$ cat config.mk
export PLATFORM = sky130hd
export DESIGN_NAME = sha256_iter_core_flat
export DESIGN_NICKNAME = d
export VERILOG_FILES = /design/src/rtl/sha256_iter_core_if.sv /design/src/rtl/sha256_iter_core.sv /design/src/flat_wrapper.sv
export SDC_FILE = /design/constraint.sdc
export NUM_CORES = 2
export LEC_CHECK = 0
export ABC_AREA = 1
export CAP_MARGIN = 25
export CORE_AREA = 2 2 431 433
export CTS_CLUSTER_SIZE = 10
export DETAILED_ROUTE_END_ITERATION = 7
export DIE_AREA = 0 0 433 435
export PLACE_DENSITY = 0.7
export REMOVE_ABC_BUFFERS = 1
export SYNTH_ARGS = -nofsm -noshare
export SYNTH_HDL_FRONTEND = slang
export SYNTH_SLANG_ARGS = --single-unit
$ cat constraint.sdc
create_clock -name clk -period 11.54 [get_ports clk]
set_input_delay 2.308 -clock clk [delete_from_list [all_inputs] [get_ports clk]]
set_output_delay 2.308 -clock clk [all_outputs]
set_load 0.01 [all_outputs]
$ cat src/rtl/sha256_iter_core_if.sv
// sha256_iter_core_if: job input/output handshake bundle for sha256_iter_core.
interface sha256_iter_core_if #(
  parameter int TAG_W = 32
);
  logic             in_valid;
  logic             in_ready;
  logic [511:0]     in_w;
  logic [255:0]     in_h;
  logic [TAG_W-1:0] in_tag;
  logic             out_valid;
  logic             out_ready;
  logic [255:0]     out_h;
  logic [TAG_W-1:0] out_tag;
  logic             busy;
  modport master (
    output in_valid, in_w, in_h, in_tag, out_ready,
    input  in_ready, out_valid, out_h, out_tag, busy
  );
  modport slave (
    input  in_valid, in_w, in_h, in_tag, out_ready,
    output in_ready, out_valid, out_h, out_tag, busy
  );
endinterface

$ cat src/rtl/sha256_iter_core.sv
// sha256_iter_core: iterative SHA-256 compression, ROUNDS_PER_CYCLE rounds per clock,
// with in/out valid-ready handshakes and a pass-through job tag.
module sha256_iter_core #(
  parameter int ROUNDS_PER_CYCLE = 1,
  parameter int TAG_W = 32
) (
  input logic               clk,
  input logic               reset_n,
  sha256_iter_core_if.slave bus
);
  if (ROUNDS_PER_CYCLE != 1 && ROUNDS_PER_CYCLE != 2 && ROUNDS_PER_CYCLE != 4 && ROUNDS_PER_CYCLE != 8) begin : g_bad_r
    $error("ROUNDS_PER_CYCLE must be 1, 2, 4 or 8");
  end
  typedef logic [0:7][31:0] hv_t;
  typedef logic [0:15][31:0] wv_t;
  typedef struct packed {
    hv_t v;
    wv_t w;
  } st_t;
  typedef enum logic [1:0] {IDLE, RUN, DONE} state_e;
  localparam logic [31:0] K [64] = '{
    32'h428a2f98, 32'h71374491, 32'hb5c0fbcf, 32'he9b5dba5, 32'h3956c25b, 32'h59f111f1, 32'h923f82a4, 32'hab1c5ed5,
    32'hd807aa98, 32'h12835b01, 32'h243185be, 32'h550c7dc3, 32'h72be5d74, 32'h80deb1fe, 32'h9bdc06a7, 32'hc19bf174,
    32'he49b69c1, 32'hefbe4786, 32'h0fc19dc6, 32'h240ca1cc, 32'h2de92c6f, 32'h4a7484aa, 32'h5cb0a9dc, 32'h76f988da,
    32'h983e5152, 32'ha831c66d, 32'hb00327c8, 32'hbf597fc7, 32'hc6e00bf3, 32'hd5a79147, 32'h06ca6351, 32'h14292967,
    32'h27b70a85, 32'h2e1b2138, 32'h4d2c6dfc, 32'h53380d13, 32'h650a7354, 32'h766a0abb, 32'h81c2c92e, 32'h92722c85,
    32'ha2bfe8a1, 32'ha81a664b, 32'hc24b8b70, 32'hc76c51a3, 32'hd192e819, 32'hd6990624, 32'hf40e3585, 32'h106aa070,
    32'h19a4c116, 32'h1e376c08, 32'h2748774c, 32'h34b0bcb5, 32'h391c0cb3, 32'h4ed8aa4a, 32'h5b9cca4f, 32'h682e6ff3,
    32'h748f82ee, 32'h78a5636f, 32'h84c87814, 32'h8cc70208, 32'h90befffa, 32'ha4506ceb, 32'hbef9a3f7, 32'hc67178f2
  };
  function automatic logic [31:0] rotr(input logic [31:0] x, input int n);
    return (x >> n) | (x << (32 - n));
  endfunction
  // Chains the rounds of one clock; the window w[0..15] always holds W[t..t+15].
  function automatic st_t step_f(input st_t s, input logic [5:0] t);
    st_t r;
    logic [31:0] t1, t2, nw;
    r = s;
    for (int i = 0; i < ROUNDS_PER_CYCLE; i++) begin
      t1 = r.v[7] + (rotr(r.v[4], 6) ^ rotr(r.v[4], 11) ^ rotr(r.v[4], 25))
         + ((r.v[4] & r.v[5]) ^ (~r.v[4] & r.v[6])) + K[t + 6'(i)] + r.w[0];
      t2 = (rotr(r.v[0], 2) ^ rotr(r.v[0], 13) ^ rotr(r.v[0], 22))
         + ((r.v[0] & r.v[1]) ^ (r.v[0] & r.v[2]) ^ (r.v[1] & r.v[2]));
      nw = (rotr(r.w[14], 17) ^ rotr(r.w[14], 19) ^ (r.w[14] >> 10)) + r.w[9]
         + (rotr(r.w[1], 7) ^ rotr(r.w[1], 18) ^ (r.w[1] >> 3)) + r.w[0];
      r.v = {t1 + t2, r.v[0:2], r.v[3] + t1, r.v[4:6]};
      r.w = {r.w[1:15], nw};
    end
    return r;
  endfunction
  state_e           state_q, state_d;
  logic [6:0]       cnt_q, cnt_d;
  st_t              cur_q, cur_d, nxt;
  hv_t              hs_q, hs_d, out_h_q, out_h_d;
  logic [TAG_W-1:0] tag_q, tag_d, out_tag_q, out_tag_d;
  logic             ov_q, accept, last;
  assign bus.in_ready  = state_q == IDLE || (state_q == DONE && bus.out_ready);
  assign bus.out_valid = ov_q;
  assign bus.out_h     = out_h_q;
  assign bus.out_tag   = out_tag_q;
  assign bus.busy      = state_q == RUN;
  assign accept        = bus.in_valid && bus.in_ready;
  assign nxt           = step_f(cur_q, cnt_q[5:0]);
  assign last          = cnt_q + 7'(ROUNDS_PER_CYCLE) == 7'd64;
  always_comb begin
    state_d   = state_q;
    cnt_d     = cnt_q;
    cur_d     = cur_q;
    hs_d      = hs_q;
    tag_d     = tag_q;
    out_h_d   = out_h_q;
    out_tag_d = out_tag_q;
    if (state_q == RUN) begin
      cur_d = nxt;
      cnt_d = cnt_q + 7'(ROUNDS_PER_CYCLE);
      if (last) begin
        for (int i = 0; i < 8; i++) out_h_d[i] = hs_q[i] + nxt.v[i];
        out_tag_d = tag_q;
        state_d   = DONE;
      end
    end else if (accept) begin
      cur_d   = {bus.in_h, bus.in_w};
      hs_d    = bus.in_h;
      tag_d   = bus.in_tag;
      cnt_d   = '0;
      state_d = RUN;
    end else if (state_q == DONE && bus.out_ready) begin
      state_d = IDLE;
    end
  end
  always_ff @(posedge clk or negedge reset_n) begin
    if (!reset_n) begin
      state_q   <= IDLE;
      cnt_q     <= '0;
      cur_q     <= '0;
      hs_q      <= '0;
      tag_q     <= '0;
      out_h_q   <= '0;
      out_tag_q <= '0;
      ov_q      <= 1'b0;
    end else begin
      state_q   <= state_d;
      cnt_q     <= cnt_d;
      cur_q     <= cur_d;
      hs_q      <= hs_d;
      tag_q     <= tag_d;
      out_h_q   <= out_h_d;
      out_tag_q <= out_tag_d;
      ov_q      <= state_d == DONE;
    end
  end
endmodule

$ cat src/flat_wrapper.sv
// flat-port wrapper written by rule: the top's interface ports become plain ports
module sha256_iter_core_flat 
#(
  parameter int ROUNDS_PER_CYCLE = 1,
  parameter int TAG_W = 32
)
  (clk, reset_n, bus_in_valid, bus_in_w, bus_in_h, bus_in_tag, bus_out_ready, bus_in_ready, bus_out_valid, bus_out_h, bus_out_tag, bus_busy);
  sha256_iter_core_if #(.TAG_W(TAG_W)) bus_i ();
  input logic clk;
  input logic reset_n;
  input wire logic [$bits(bus_i.in_valid)-1:0] bus_in_valid;
  input wire logic [$bits(bus_i.in_w)-1:0] bus_in_w;
  input wire logic [$bits(bus_i.in_h)-1:0] bus_in_h;
  input wire logic [$bits(bus_i.in_tag)-1:0] bus_in_tag;
  input wire logic [$bits(bus_i.out_ready)-1:0] bus_out_ready;
  output wire logic [$bits(bus_i.in_ready)-1:0] bus_in_ready;
  output wire logic [$bits(bus_i.out_valid)-1:0] bus_out_valid;
  output wire logic [$bits(bus_i.out_h)-1:0] bus_out_h;
  output wire logic [$bits(bus_i.out_tag)-1:0] bus_out_tag;
  output wire logic [$bits(bus_i.busy)-1:0] bus_busy;
  assign bus_i.in_valid = bus_in_valid;
  assign bus_i.in_w = bus_in_w;
  assign bus_i.in_h = bus_in_h;
  assign bus_i.in_tag = bus_in_tag;
  assign bus_i.out_ready = bus_out_ready;
  assign bus_in_ready = bus_i.in_ready;
  assign bus_out_valid = bus_i.out_valid;
  assign bus_out_h = bus_i.out_h;
  assign bus_out_tag = bus_i.out_tag;
  assign bus_busy = bus_i.busy;
  sha256_iter_core #(.ROUNDS_PER_CYCLE(ROUNDS_PER_CYCLE), .TAG_W(TAG_W)) u_core (.clk(clk), .reset_n(reset_n), .bus(bus_i));
endmodule
==> report_table.html <==
<table>
<tr><th>Metric</th><th>Value</th></tr>
<tr><th colspan="2">Synth</th></tr>
<tr><td>Number of register bits inferred by synthesis</td><td>1354</td></tr>
<tr><td>Number of distinct library cells after synthesis</td><td>58</td></tr>
<tr><td>Syn_area_per_cell</td><td>7.65 um2</td></tr>
<tr><td>Post-synthesis cell area</td><td>87200 um2</td></tr>
<tr><td>Synth warnings</td><td>0</td></tr>
<tr><td>Synthesized instance count</td><td>11397</td></tr>
<tr><td>Cell types occupying the most area after synthesis</td><td>sky130_fd_sc_hd__dfrtp_1 39%, sky130_fd_sc_hd__nand2_1 14%, sky130_fd_sc_hd__ha_1 5.7%, sky130_fd_sc_hd__inv_1 5.5%, sky130_fd_sc_hd__o21ai_0 5.4%</td></tr>
<tr><td>Primary FF master, synth</td><td>sky130_fd_sc_hd__dfrtp_1</td></tr>
<tr><td>Ys async rst share</td><td>1.00</td></tr>
<tr><td>Share of the synthesized area in the top cell type</td><td>0.389</td></tr>
<tr><td>Number of enable flip-flop cells after synthesis</td><td>0</td></tr>
<tr><td>Yosys top cell by area</td><td>sky130_fd_sc_hd__dfrtp_1</td></tr>
<tr><td>Commonest cells post-synth</td><td>3321 x sky130_fd_sc_hd__nand2_1, 1354 x sky130_fd_sc_hd__dfrtp_1, 1280 x sky130_fd_sc_hd__inv_1</td></tr>
<tr><td>Portion of the post-synthesis area used by sequential elements</td><td>0.389</td></tr>
<tr><td>Most numerous cell in the Yosys netlist</td><td>sky130_fd_sc_hd__nand2_1</td></tr>
<tr><th colspan="2">Layout</th></tr>
<tr><td>Final-stage net count</td><td>13611</td></tr>
<tr><td>Sequential standard cell area</td><td>33900 um2</td></tr>
<tr><td>Fill cells</td><td>17025</td></tr>
<tr><td>Fin util</td><td>0.571</td></tr>
<tr><td>Area grow syn2layout</td><td>20.5%</td></tr>
<tr><td>Area of the multi-input gates</td><td>46200 um2</td></tr>
<tr><td>Layout cell share with drive strength beyond 1</td><td>0.0331</td></tr>
<tr><td>Final cell count without fillers</td><td>14786</td></tr>
<tr><th colspan="2">Timing</th></tr>
<tr><td>Final worst-path cycle share</td><td>0.885</td></tr>
<tr><td>Post-layout min period</td><td>10210 ps</td></tr>
<tr><td>Maximum clock frequency</td><td>97.9 MHz</td></tr>
<tr><td>Hold Vio Cnt, Final</td><td>0</td></tr>
<tr><td>Tightest Pin Transition</td><td>1110 ps</td></tr>
<tr><td>Relative max-transition margin</td><td>0.261</td></tr>
<tr><td>RSZ-0062 raised after global routing</td><td>no</td></tr>
<tr><td>Max Transition Viols Final</td><td>0</td></tr>
<tr><td>Skew final</td><td>72.9 ps</td></tr>
<tr><td>Worst hold slack after final layout</td><td>469 ps</td></tr>
<tr><td>Total negative slack</td><td>0 ps</td></tr>
<tr><td>Final count of negative-setup-slack endpoints</td><td>0</td></tr>
<tr><th colspan="2">Floorplanning</th></tr>
<tr><td>Horiz. Die Dim</td><td>433 um</td></tr>
<tr><td>Standard-cell row count</td><td>158</td></tr>
<tr><td>Number of ports placed on the die boundary</td><td>1095</td></tr>
<tr><td>Std-Cell Core Area</td><td>184000 um2</td></tr>
<tr><td>Starting utilization of the core area</td><td>0.474</td></tr>
<tr><td>Vertical die dimension</td><td>435 um</td></tr>
<tr><td>Overall die area</td><td>188000 um2</td></tr>
<tr><th colspan="2">Placed design</th></tr>
<tr><td>Post-Place Cells</td><td>14529</td></tr>
<tr><td>Port Buf Inserts</td><td>1094</td></tr>
<tr><td>HPWL after DPL</td><td>294 mm</td></tr>
<tr><td>Placer's final routability congestion estimate</td><td>1.03</td></tr>
<tr><th colspan="2">Global routing</th></tr>
<tr><td>Number of global-route vias before repair</td><td>82084</td></tr>
<tr><td>Wire length of the first global-routing pass</td><td>542 mm</td></tr>
<tr><td>Overall global routing resource usage</td><td>0.389</td></tr>
<tr><td>Initial antenna violation count</td><td>47</td></tr>
<tr><td>Pin count of the biggest net entering global routing</td><td>247</td></tr>
<tr><td>Remaining Overflow, GRT</td><td>0</td></tr>
<tr><th colspan="2">Setup path</th></tr>
<tr><td>Kind of cell adding the most delay to the critical path</td><td>adder cells</td></tr>
<tr><td>Nature of the critical path startpoint</td><td>flip-flop</td></tr>
<tr><td>Critical path buffers and inverters</td><td>5</td></tr>
<tr><td>Setup Crit Path Kind</td><td>flip-flop to flip-flop</td></tr>
<tr><td>Largest fanout on the critical path</td><td>11</td></tr>
<tr><td>Longest individual stage delay on the worst path</td><td>580 ps</td></tr>
<tr><td>CP max-delay cell</td><td>sky130_fd_sc_hd__dfrtp_1</td></tr>
<tr><td>Critical Path Most Common Cell</td><td>sky130_fd_sc_hd__nand2_1</td></tr>
<tr><td>WP data arrival</td><td>10950 ps</td></tr>
<tr><td>Required time worst endpoint</td><td>12270 ps</td></tr>
<tr><td>Kind of end point of the critical path</td><td>flip-flop</td></tr>
<tr><th colspan="2">Drt</th></tr>
<tr><td>TritonRoute pass-1 iters</td><td>7</td></tr>
<tr><td>Drt wl/cell</td><td>25.3 um</td></tr>
<tr><td>DRC violation count after routing</td><td>0</td></tr>
<tr><td>Wire length after detailed routing</td><td>375 mm</td></tr>
<tr><td>DR vias</td><td>85080</td></tr>
<tr><td>1st-iter DRT viols</td><td>8876</td></tr>
<tr><td>Vias per std cell</td><td>5.75</td></tr>
<tr><td>Antenna violation net count after detailed routing</td><td>0</td></tr>
<tr><th colspan="2">Run status</th></tr>
<tr><td>Result of the run</td><td>completed</td></tr>
<tr><th colspan="2">Clock network</th></tr>
<tr><td>Number of buffers created by CTS</td><td>162</td></tr>
<tr><td>Resize count post-CTS</td><td>0</td></tr>
<tr><td>CTS Hold Buffers Added</td><td>0</td></tr>
<tr><td>H-Tree Level Count</td><td>4</td></tr>
<tr><td>Clock transition at the registers of the reported paths</td><td>70 ps</td></tr>
<tr><td>TritonCTS clock tree</td><td>done</td></tr>
<tr><td>Post-CTS repair timing setup buffer count</td><td>0</td></tr>
<tr><td>Maximum buffer depth of the clock tree</td><td>3</td></tr>
<tr><td>Clk_lat worst skew</td><td>870 ps</td></tr>
<tr><td>Clk sinks</td><td>1354</td></tr>
<tr><td>Clock root buffer</td><td>sky130_fd_sc_hd__clkbuf_16</td></tr>
<tr><th colspan="2">Flow run</th></tr>
<tr><td>Number of max-cap violations</td><td>0</td></tr>
<tr><th colspan="2">Hold path</th></tr>
<tr><td>Path type of the worst min-delay path</td><td>flip-flop to flip-flop</td></tr>
</table>
-- worst reg2reg max path: cells and delay by family, from the launching register on --
| kind | cells | cell delay (ps) |
|---|---|---|
| buffers and inverters | 5 | 770 |
| AND/OR/NAND/NOR | 15 | 1940 |
| flip-flops | 1 | 580 |
| AO/OA/AOI/OAI | 11 | 2430 |
| adder cells (fa/ha/maj) | 9 | 3830 |
| XOR/XNOR | 2 | 540 |
-- sequential cells by signal (all words and copies together) (netlist names) --
name,flops
u_core.bus.out_h,256
u_core.bus.out_valid,1
u_core.hs_q,256
u_core.cnt_q,7
u_core.bus.out_tag,32
u_core.state_q,2
u_core.tag_q,32
u_core.cur_q,768
-- per-layer routing --
metal | vias to the layer above | GRT usage | part of all wire
li1 | 38853 | - | -
met1 | 41297 | 0.494 | 0.39
met2 | 4045 | 0.615 | 0.46
met3 | 861 | 0.0814 | 0.083
met4 | 24 | 0.218 | 0.065
met5 | - | 0 | 0.00042
-- placed cells by master, fill, tap and decap left out, types with 10 or more instances in the layout --
master                            instances
sky130_fd_sc_hd__nand2_1               3319
sky130_fd_sc_hd__dfrtp_1               1354
sky130_fd_sc_hd__inv_1                 1278
sky130_fd_sc_hd__clkdlybuf4s50_1       1093
sky130_fd_sc_hd__o21ai_0                943
sky130_fd_sc_hd__nor2_1                 658
sky130_fd_sc_hd__a21oi_1                567
sky130_fd_sc_hd__o211ai_1               397
sky130_fd_sc_hd__ha_1                   396
sky130_fd_sc_hd__a31oi_1                343
sky130_fd_sc_hd__nand3_1                291
sky130_fd_sc_hd__xor2_1                 248
sky130_fd_sc_hd__xnor2_1                237
sky130_fd_sc_hd__fa_1                   195
sky130_fd_sc_hd__clkbuf_16              163
sky130_fd_sc_hd__buf_4                  132
sky130_fd_sc_hd__nor3_1                  88
sky130_fd_sc_hd__o21ai_1                 62
sky130_fd_sc_hd__o21bai_1                58
sky130_fd_sc_hd__a21o_1                  55
sky130_fd_sc_hd__nand4_1                 35
sky130_fd_sc_hd__or2_2                   35
sky130_fd_sc_hd__diode_2                 34
sky130_fd_sc_hd__o21a_1                  24
sky130_fd_sc_hd__a221oi_1                23
sky130_fd_sc_hd__nor4_1                  23
sky130_fd_sc_hd__o221ai_1                22
sky130_fd_sc_hd__o22ai_1                 21
sky130_fd_sc_hd__clkbuf_1                19
sky130_fd_sc_hd__o311ai_0                15
sky130_fd_sc_hd__a21boi_0                12
sky130_fd_sc_hd__and3_1                  11
sky130_fd_sc_hd__buf_12                  11
sky130_fd_sc_hd__a22oi_1                 10
-- final timing paths --
kind	cells past startpoint	start	slack [ps]	to
min in group asynchronous	1	reset_n	1360	u_core.cur_q[344]
hold reg to reg	2	u_core.tag_q[1]	470	u_core.bus.out_tag[1]
max in group asynchronous	3	reset_n	7710	u_core.tag_q[5]
setup reg to reg	42	u_core.cnt_q[0]	1330	u_core.bus.out_h[249]
setup / recovery	42	u_core.cnt_q[0]	1330	u_core.bus.out_h[249]
hold / removal	2	u_core.tag_q[1]	470	u_core.bus.out_tag[1]
-- layout make-up --
| cell class | count | area share |
|---|---|---|
| Antenna cell | 34 | 0.000810 |
| Clock buffer | 190 | 0.0405 |
| Clock inverter | 30 | 0.00475 |
| Inverter | 1286 | 0.0461 |
| Multi-Input combinational cell | 8172 | 0.439 |
| Sequential cell | 1354 | 0.322 |
| Tap cell | 2480 | 0.0295 |
| Timing Repair Buffer | 1240 | 0.117 |
-- logic make-up after synthesis --
family | share of synthesized area
buffers and inverters | 0.0823
multiplexers | 0.00132
AO/OA/AOI/OAI | 0.175
adder cells (fa/ha/maj) | 0.102
XOR/XNOR | 0.0487
AND/OR/NAND/NOR | 0.202
flip-flops | 0.389
-- through the flow --
stage                     cell area, um2  setup slack, ps
after global routing              105000              458
after CTS                         105000             1410
after global placement            100000             1520
after detailed placement          100000             1460
final                             105000             1330
after floorplan                    84800          -111640
Power is not shown: default switching activity piles up to over one toggle a cycle in this logic, so the estimate is an artifact.
